## config.mk

```make
export PLATFORM = sky130hd
export DESIGN_NAME = wb_regfile_flat
export DESIGN_NICKNAME = d
export VERILOG_FILES = /design/src/rtl/wb_regfile_pkg.sv /design/src/rtl/wb_regfile_if.sv /design/src/rtl/wb_scoreboard.sv /design/src/rtl/wb_regfile.sv /design/src/flat_wrapper.sv
export SDC_FILE = /design/constraint.sdc
export NUM_CORES = 2
export LEC_CHECK = 0
export ABC_CLOCK_PERIOD_IN_PS = 3900
export BUFFER_PORTS_ARGS = -buffer_cell sky130_fd_sc_hd__clkbuf_2
export CAP_MARGIN = 20
export CORE_ASPECT_RATIO = 1.5
export CORE_MARGIN = 2
export CORE_UTILIZATION = 64
export DETAILED_ROUTE_END_ITERATION = 12
export GPL_TIMING_DRIVEN = 0
export PLACE_DENSITY_LB_ADDON = 0.1
export SLEW_MARGIN = 15
export SYNTH_ARGS = -nofsm -noshare
export SYNTH_HDL_FRONTEND = slang
export SYNTH_SLANG_ARGS = --single-unit
```

## constraint.sdc

```tcl
create_clock -name i_clk -period 3.9 [get_ports i_clk]
set_input_delay 0.39 -clock i_clk [delete_from_list [all_inputs] [get_ports i_clk]]
set_output_delay 0.39 -clock i_clk [all_outputs]
set_load 0.01 [all_outputs]
```

## src/rtl/wb_regfile_pkg.sv

```systemverilog
// Register file widths and types, shared by decode, writeback and the
// register file itself.
package wb_regfile_pkg;
  localparam int XLEN   = 32;
  localparam int NREGS  = 32;
  localparam int AW     = 5;
  localparam int PEND_W = 2;

  typedef logic [AW-1:0]     reg_addr_t;
  typedef logic [XLEN-1:0]   xlen_t;
  typedef logic [PEND_W-1:0] pend_t;

  localparam reg_addr_t REG_X0   = 5'd0;
  localparam pend_t     PEND_MAX = '1;
endpackage

```

## src/rtl/wb_regfile_if.sv

```systemverilog
// Writeback, read and issue bundle between the pipeline and the register
// file.
interface wb_regfile_if;
  import wb_regfile_pkg::*;

  logic      i_rd_wen;
  reg_addr_t i_rd_waddr;
  xlen_t     i_rd_wdata;
  reg_addr_t i_rs1_raddr;
  reg_addr_t i_rs2_raddr;
  xlen_t     o_rs1_rdata;
  xlen_t     o_rs2_rdata;
  logic      i_issue_valid;
  reg_addr_t i_issue_rd;
  logic      i_issue_use1;
  logic      i_issue_use2;
  logic      o_stall;
  logic      o_sb_err;

  modport master (
    output i_rd_wen, i_rd_waddr, i_rd_wdata,
    output i_rs1_raddr, i_rs2_raddr,
    output i_issue_valid, i_issue_rd,
    output i_issue_use1, i_issue_use2,
    input  o_rs1_rdata, o_rs2_rdata,
    input  o_stall, o_sb_err
  );

  modport slave (
    input  i_rd_wen, i_rd_waddr, i_rd_wdata,
    input  i_rs1_raddr, i_rs2_raddr,
    input  i_issue_valid, i_issue_rd,
    input  i_issue_use1, i_issue_use2,
    output o_rs1_rdata, o_rs2_rdata,
    output o_stall, o_sb_err
  );
endinterface

```

## src/rtl/wb_scoreboard.sv

```systemverilog
// Pending-write scoreboard: counts in-flight writes per register and
// blocks issue on RAW hazards or a saturated counter.
module wb_scoreboard
  import wb_regfile_pkg::*;
(
  input  logic      clk,
  input  logic      rst_n,
  input  logic      wb_wen,
  input  reg_addr_t wb_addr,
  input  logic      issue_valid,
  input  reg_addr_t issue_rd,
  input  logic      use1,
  input  logic      use2,
  input  reg_addr_t rs1,
  input  reg_addr_t rs2,
  output logic      stall,
  output logic      sb_err
);

  pend_t pend_q [NREGS];
  pend_t pend_d [NREGS];
  logic  err_d;
  logic  wb_fire;
  logic  issue_fire;
  logic  hz1;
  logic  hz2;
  logic  full;
  logic  same;

  assign wb_fire = wb_wen && (wb_addr != REG_X0);

  // A last outstanding write landing this cycle is covered by bypass.
  assign hz1 = use1 && (rs1 != REG_X0) && (pend_q[rs1] != '0)
            && !((pend_q[rs1] == pend_t'(1)) && wb_fire
                 && (wb_addr == rs1));
  assign hz2 = use2 && (rs2 != REG_X0) && (pend_q[rs2] != '0)
            && !((pend_q[rs2] == pend_t'(1)) && wb_fire
                 && (wb_addr == rs2));

  assign full = (issue_rd != REG_X0)
             && (pend_q[issue_rd] == PEND_MAX)
             && !(wb_wen && (wb_addr == issue_rd));

  assign stall      = issue_valid && (hz1 || hz2 || full);
  assign issue_fire = issue_valid && !stall && (issue_rd != REG_X0);
  assign same       = issue_fire && wb_fire && (issue_rd == wb_addr);

  always_comb begin
    pend_d = pend_q;
    err_d  = sb_err;
    if (!same) begin
      if (issue_fire)
        pend_d[issue_rd] = pend_q[issue_rd] + 1'b1;
      if (wb_fire) begin
        if (pend_q[wb_addr] == '0)
          err_d = 1'b1;
        else
          pend_d[wb_addr] = pend_q[wb_addr] - 1'b1;
      end
    end
  end

  always_ff @(posedge clk or negedge rst_n) begin
    if (!rst_n) begin
      for (int r = 0; r < NREGS; r++)
        pend_q[r] <= '0;
      sb_err <= 1'b0;
    end else begin
      pend_q <= pend_d;
      sb_err <= err_d;
    end
  end

endmodule

```

## src/rtl/wb_regfile.sv

```systemverilog
// Integer register file with write-through read ports and the
// pending-write scoreboard.
module wb_regfile
  import wb_regfile_pkg::*;
(
  input  logic         i_clk,
  input  logic         i_rst_n,
  wb_regfile_if.slave  bus
);

  xlen_t regs [NREGS];
  logic  wb_fire;

  assign wb_fire = bus.i_rd_wen && (bus.i_rd_waddr != REG_X0);

  always_ff @(posedge i_clk or negedge i_rst_n) begin
    if (!i_rst_n) begin
      for (int r = 0; r < NREGS; r++)
        regs[r] <= '0;
    end else if (wb_fire) begin
      regs[bus.i_rd_waddr] <= bus.i_rd_wdata;
    end
  end

  always_comb begin
    bus.o_rs1_rdata = regs[bus.i_rs1_raddr];
    if (!i_rst_n || (bus.i_rs1_raddr == REG_X0))
      bus.o_rs1_rdata = '0;
    else if (bus.i_rd_wen && (bus.i_rd_waddr == bus.i_rs1_raddr))
      bus.o_rs1_rdata = bus.i_rd_wdata;
  end

  always_comb begin
    bus.o_rs2_rdata = regs[bus.i_rs2_raddr];
    if (!i_rst_n || (bus.i_rs2_raddr == REG_X0))
      bus.o_rs2_rdata = '0;
    else if (bus.i_rd_wen && (bus.i_rd_waddr == bus.i_rs2_raddr))
      bus.o_rs2_rdata = bus.i_rd_wdata;
  end

  wb_scoreboard u_sb (
    .clk         (i_clk),
    .rst_n       (i_rst_n),
    .wb_wen      (bus.i_rd_wen),
    .wb_addr     (bus.i_rd_waddr),
    .issue_valid (bus.i_issue_valid),
    .issue_rd    (bus.i_issue_rd),
    .use1        (bus.i_issue_use1),
    .use2        (bus.i_issue_use2),
    .rs1         (bus.i_rs1_raddr),
    .rs2         (bus.i_rs2_raddr),
    .stall       (bus.o_stall),
    .sb_err      (bus.o_sb_err)
  );

endmodule

```

## src/flat_wrapper.sv

```systemverilog
// flat-port wrapper written by rule: the top's interface ports become plain ports
module wb_regfile_flat import wb_regfile_pkg::*;
  (i_clk, i_rst_n, bus_i_rd_wen, bus_i_rd_waddr, bus_i_rd_wdata, bus_i_rs1_raddr, bus_i_rs2_raddr, bus_i_issue_valid, bus_i_issue_rd, bus_i_issue_use1, bus_i_issue_use2, bus_o_rs1_rdata, bus_o_rs2_rdata, bus_o_stall, bus_o_sb_err);
  wb_regfile_if bus_i ();
  input  logic i_clk;
  input  logic i_rst_n;
  input wire logic [$bits(bus_i.i_rd_wen)-1:0] bus_i_rd_wen;
  input wire logic [$bits(bus_i.i_rd_waddr)-1:0] bus_i_rd_waddr;
  input wire logic [$bits(bus_i.i_rd_wdata)-1:0] bus_i_rd_wdata;
  input wire logic [$bits(bus_i.i_rs1_raddr)-1:0] bus_i_rs1_raddr;
  input wire logic [$bits(bus_i.i_rs2_raddr)-1:0] bus_i_rs2_raddr;
  input wire logic [$bits(bus_i.i_issue_valid)-1:0] bus_i_issue_valid;
  input wire logic [$bits(bus_i.i_issue_rd)-1:0] bus_i_issue_rd;
  input wire logic [$bits(bus_i.i_issue_use1)-1:0] bus_i_issue_use1;
  input wire logic [$bits(bus_i.i_issue_use2)-1:0] bus_i_issue_use2;
  output wire logic [$bits(bus_i.o_rs1_rdata)-1:0] bus_o_rs1_rdata;
  output wire logic [$bits(bus_i.o_rs2_rdata)-1:0] bus_o_rs2_rdata;
  output wire logic [$bits(bus_i.o_stall)-1:0] bus_o_stall;
  output wire logic [$bits(bus_i.o_sb_err)-1:0] bus_o_sb_err;
  assign bus_i.i_rd_wen = bus_i_rd_wen;
  assign bus_i.i_rd_waddr = bus_i_rd_waddr;
  assign bus_i.i_rd_wdata = bus_i_rd_wdata;
  assign bus_i.i_rs1_raddr = bus_i_rs1_raddr;
  assign bus_i.i_rs2_raddr = bus_i_rs2_raddr;
  assign bus_i.i_issue_valid = bus_i_issue_valid;
  assign bus_i.i_issue_rd = bus_i_issue_rd;
  assign bus_i.i_issue_use1 = bus_i_issue_use1;
  assign bus_i.i_issue_use2 = bus_i_issue_use2;
  assign bus_o_rs1_rdata = bus_i.o_rs1_rdata;
  assign bus_o_rs2_rdata = bus_i.o_rs2_rdata;
  assign bus_o_stall = bus_i.o_stall;
  assign bus_o_sb_err = bus_i.o_sb_err;
  wb_regfile u_core (.i_clk(i_clk), .i_rst_n(i_rst_n), .bus(bus_i));
endmodule
```

==> flow_summary.yaml <==
status:
  status: "finished, violations left"
  violations: "setup timing"
floorplan:
  die_h_um: 383
  rows: 138
  ios: 124
  start_util_pct: 64.7
  die_x_um: 256
  die-area_um2: 98100
  core_um2: 94400
clock_tree:
  path_clk_slew_ns: 0.06
  htree_levels: 3
  clock_sinks: 1089
  cts_tree: "done"
  clk_latency_ns: 0.76
  clock_path_buffers: 3
  root_buffer: "clkbuf_16"
  cts_buffers: 105
synthesis:
  synth_top_area_share_pct: 44.6
  syn_nets: 4100
  yosysTopAreaCell: "dfrtp_1"
  syn_avg_cell_area_um2: 15.1
  netlist_area_um2: 61100
  ys_seq_area_share_pct: 44.6
  synth_cell_type_count: 56
  ys_top_cells_by_area: "dfrtp_1 45%, mux4_2 24%, mux2_2 18%"
  yosysWarnings: 0
  synth-edff-count: 0
  ys.flop_type: "dfrtp_1"
  async_flop_share_pct: 100
  syn_inst: 4040
  synth_seq_cells: 1089
hold_path:
  min_to: "u_core.regs[367]"
  hp-class: "primary input to flip-flop"
  hold_start: "bus_i_rd_wdata[15]"
  hold-path-cell-count: 2
worst_setup_path:
  worst_setup_path_start_kind: "primary input"
  r2r_start: "u_core.u_sb.pend_q[16]"
  worstSetupPathType: "primary input to output port"
  cp.required_ns: 3.51
  reg2reg_slack_ns: 0.07
  reg2regPathDepth: 13
  crit_fanout: 10
  critPathArrivalTime_ns: 3.79
  worstReg2RegEnd: "u_core.u_sb.pend_q[31]"
  cp-end-kind: "output port"
timing:
  worst_pin_slew_ns: 1.35
  drv_slew: 0
  finalCritPeriodShare_pct: 107
  worst_slack_ns: -0.276
  maxSlewHeadroom_pct: 10.1
  setup_viol: 39
  hold_slack_ns: 0.00308
  fin_skew_ns: 0.0306
  min_period_ns: 4.18
  fmax_mhz: 239
  tns_ns: -2.78
  rsz0062_at_grt: "yes"
  final_hold_viol_count: 0
power:
  vdd_drop_max_mv: 0.428
  leakage_nw: 29.4
  p_per_area_nw_per_um2: 528
  p_total_w: 0.0365
global_routing:
  grt_pass1_wl_um: 357000
  busiest_layer: "met2"
  antenna_found_initial: 15
  gr-usage-met3_pct: 24.6
  grt-ovfl-total: 0
  grt_max_degree: 97
  grtUsageMet1_pct: 61.5
  grt_use_met2_pct: 75.7
  grt_pass1_vias: 45700
  grt.total_usage_pct: 53.7
routing:
  first_pass_iters: 10
  wirelength_um: 258000
  drc: 0
  ant_nets: 0
  wl_per_cell_um: 45.3
  routed_via_density: 8.12
  dr_total_vias: 46300
  drtIter0Drc: 6900
run:
  cap_violations: 0
layout:
  drive_above_1_share_pct: 51.4
  nNetsFinal: 4395
  area_delta_synth_final_pct: 13.2
place:
  post-place-ws_ns: -1.94
  dp_hpwl_um: 178000
  gp_congestion: 1.03
  io_buffers: 110
-- through the flow --
stage | util (%) | cells | cell area [µm²]
3_5_place_dp | 68.3 | 5465 | 64500
5_1_grt | 73.2 | 5682 | 69200
6_report | 73.3 | 5694 | 69200
3_3_place_gp | 67.0 | 5410 | 63300
2_1_floorplan | - | 4040 | 61100
4_1_cts | 73.0 | 5677 | 69000
-- worst max path at each step --
stage / start / to / slack [ns]
5_1_grt: bus_i_rs1_raddr[0] / bus_o_rs1_rdata[14] / -0.05
4_1_cts: bus_i_rs1_raddr[1] / bus_o_rs1_rdata[14] / -0.02
2_1_floorplan: bus_i_issue_rd[0] / u_core.u_sb.pend_q[43] / 0.09
3_3_place_gp: i_rst_n / bus_o_rs2_rdata[31] / -29.75
3_5_place_dp: bus_i_rs2_raddr[2] / bus_o_rs2_rdata[6] / -1.94
6_report: bus_i_rs1_raddr[1] / bus_o_rs1_rdata[31] / -0.28
-- power by group --
part	switching (W)	internal (W)
Combinational	0.00435	0.00523
Clock	0.00486	0.00627
Sequential	0.00222	0.0136
-- layout make-up --
| class | count | area [µm²] |
|---|---|---|
| inverters | 3 | 11.3 |
| flip-flops and latches | 1089 | 27300 |
| clock inverters | 47 | 601 |
| plain buffers | 470 | 2490 |
| fillers | 6145 | 25300 |
| multi-input cells | 2477 | 32100 |
| clock buffers | 145 | 3050 |
| well taps | 1260 | 1580 |
| diodes | 14 | 35.0 |
| repair buffers | 189 | 2080 |
-- placed cells by master, fill, tap and decap left out, types with 42 or more instances in the layout --
cell type	n
a211oi_1	94
a21oi_1	65
buf_1	44
buf_6	42
clkbuf_1	235
clkbuf_16	109
clkbuf_2	173
dfrtp_1	1089
mux2_2	997
mux2i_1	197
mux4_2	655
nand2_1	44
nand3_1	74
nor2_1	102
-- sequential cells by signal, summed over array words and instances, names as in the netlist --
signal and flops:
u_core.u_sb.sb_err 1, u_core.regs 1024, u_core.u_sb.pend_q 64
-- worst max-delay path, stage by stage --
cell and delay (ns):
buf_2 0.26, buf_4 0.34, clkbuf_4 0.37, buf_4 0.40, buf_6 0.40, mux2i_1 0.12, mux4_2 0.50, a211oi_1 0.68
clkbuf_2 0.26
-- cells in the mapped netlist, types with 4 or more instances --
cell      instances
buf_1            70
nor2_1          102
xnor2_1           7
xor2_1            8
mux2i_1         203
a21oi_1          65
dfrtp_1        1089
o221a_1          37
or3_1            18
clkbuf_1        314
or2_2             4
nand3b_1          8
a22oi_1          17
buf_6             5
nor3b_1           7
buf_2            81
nand2_1          44
mux4_2          655
a211oi_1        105
nand3_1          74
and3_1            7
o221a_2          25
nor2b_1          37
or2_1            12
mux2_2          997
-- cell families after synthesis --
| group | after synthesis | share of synthesized area (%) |
|---|---|---|
| multiplexers | 1855 | 45.8 |
| flip-flops | 1089 | 44.6 |
| buffers and inverters | 474 | 3.16 |
| AND/OR/NAND/NOR | 334 | 2.73 |
| AO/OA/AOI/OAI | 271 | 3.48 |
| XOR/XNOR | 15 | 0.215 |
| adder cells (fa/ha/maj) | 2 | 0.0409 |
-- metal layers --
| metal | wire [µm] | part of all wire (%) |
|---|---|---|
| met5 | 173 | 0.067 |
| met4 | 30600 | 12 |
| met3 | 39300 | 15 |
| met2 | 109000 | 42 |
| met1 | 78900 | 31 |
-- repair_timing --
action,in CTS,in global routing
setup endpoints to repair,158,106
hold buffers,19,0
gates resized for setup,172,74
endpoints found under the hold margin,167,0
buffers inserted,0,0
pin swaps,1,0
cloned,1,0
Power figures use the tool's default switching activity.
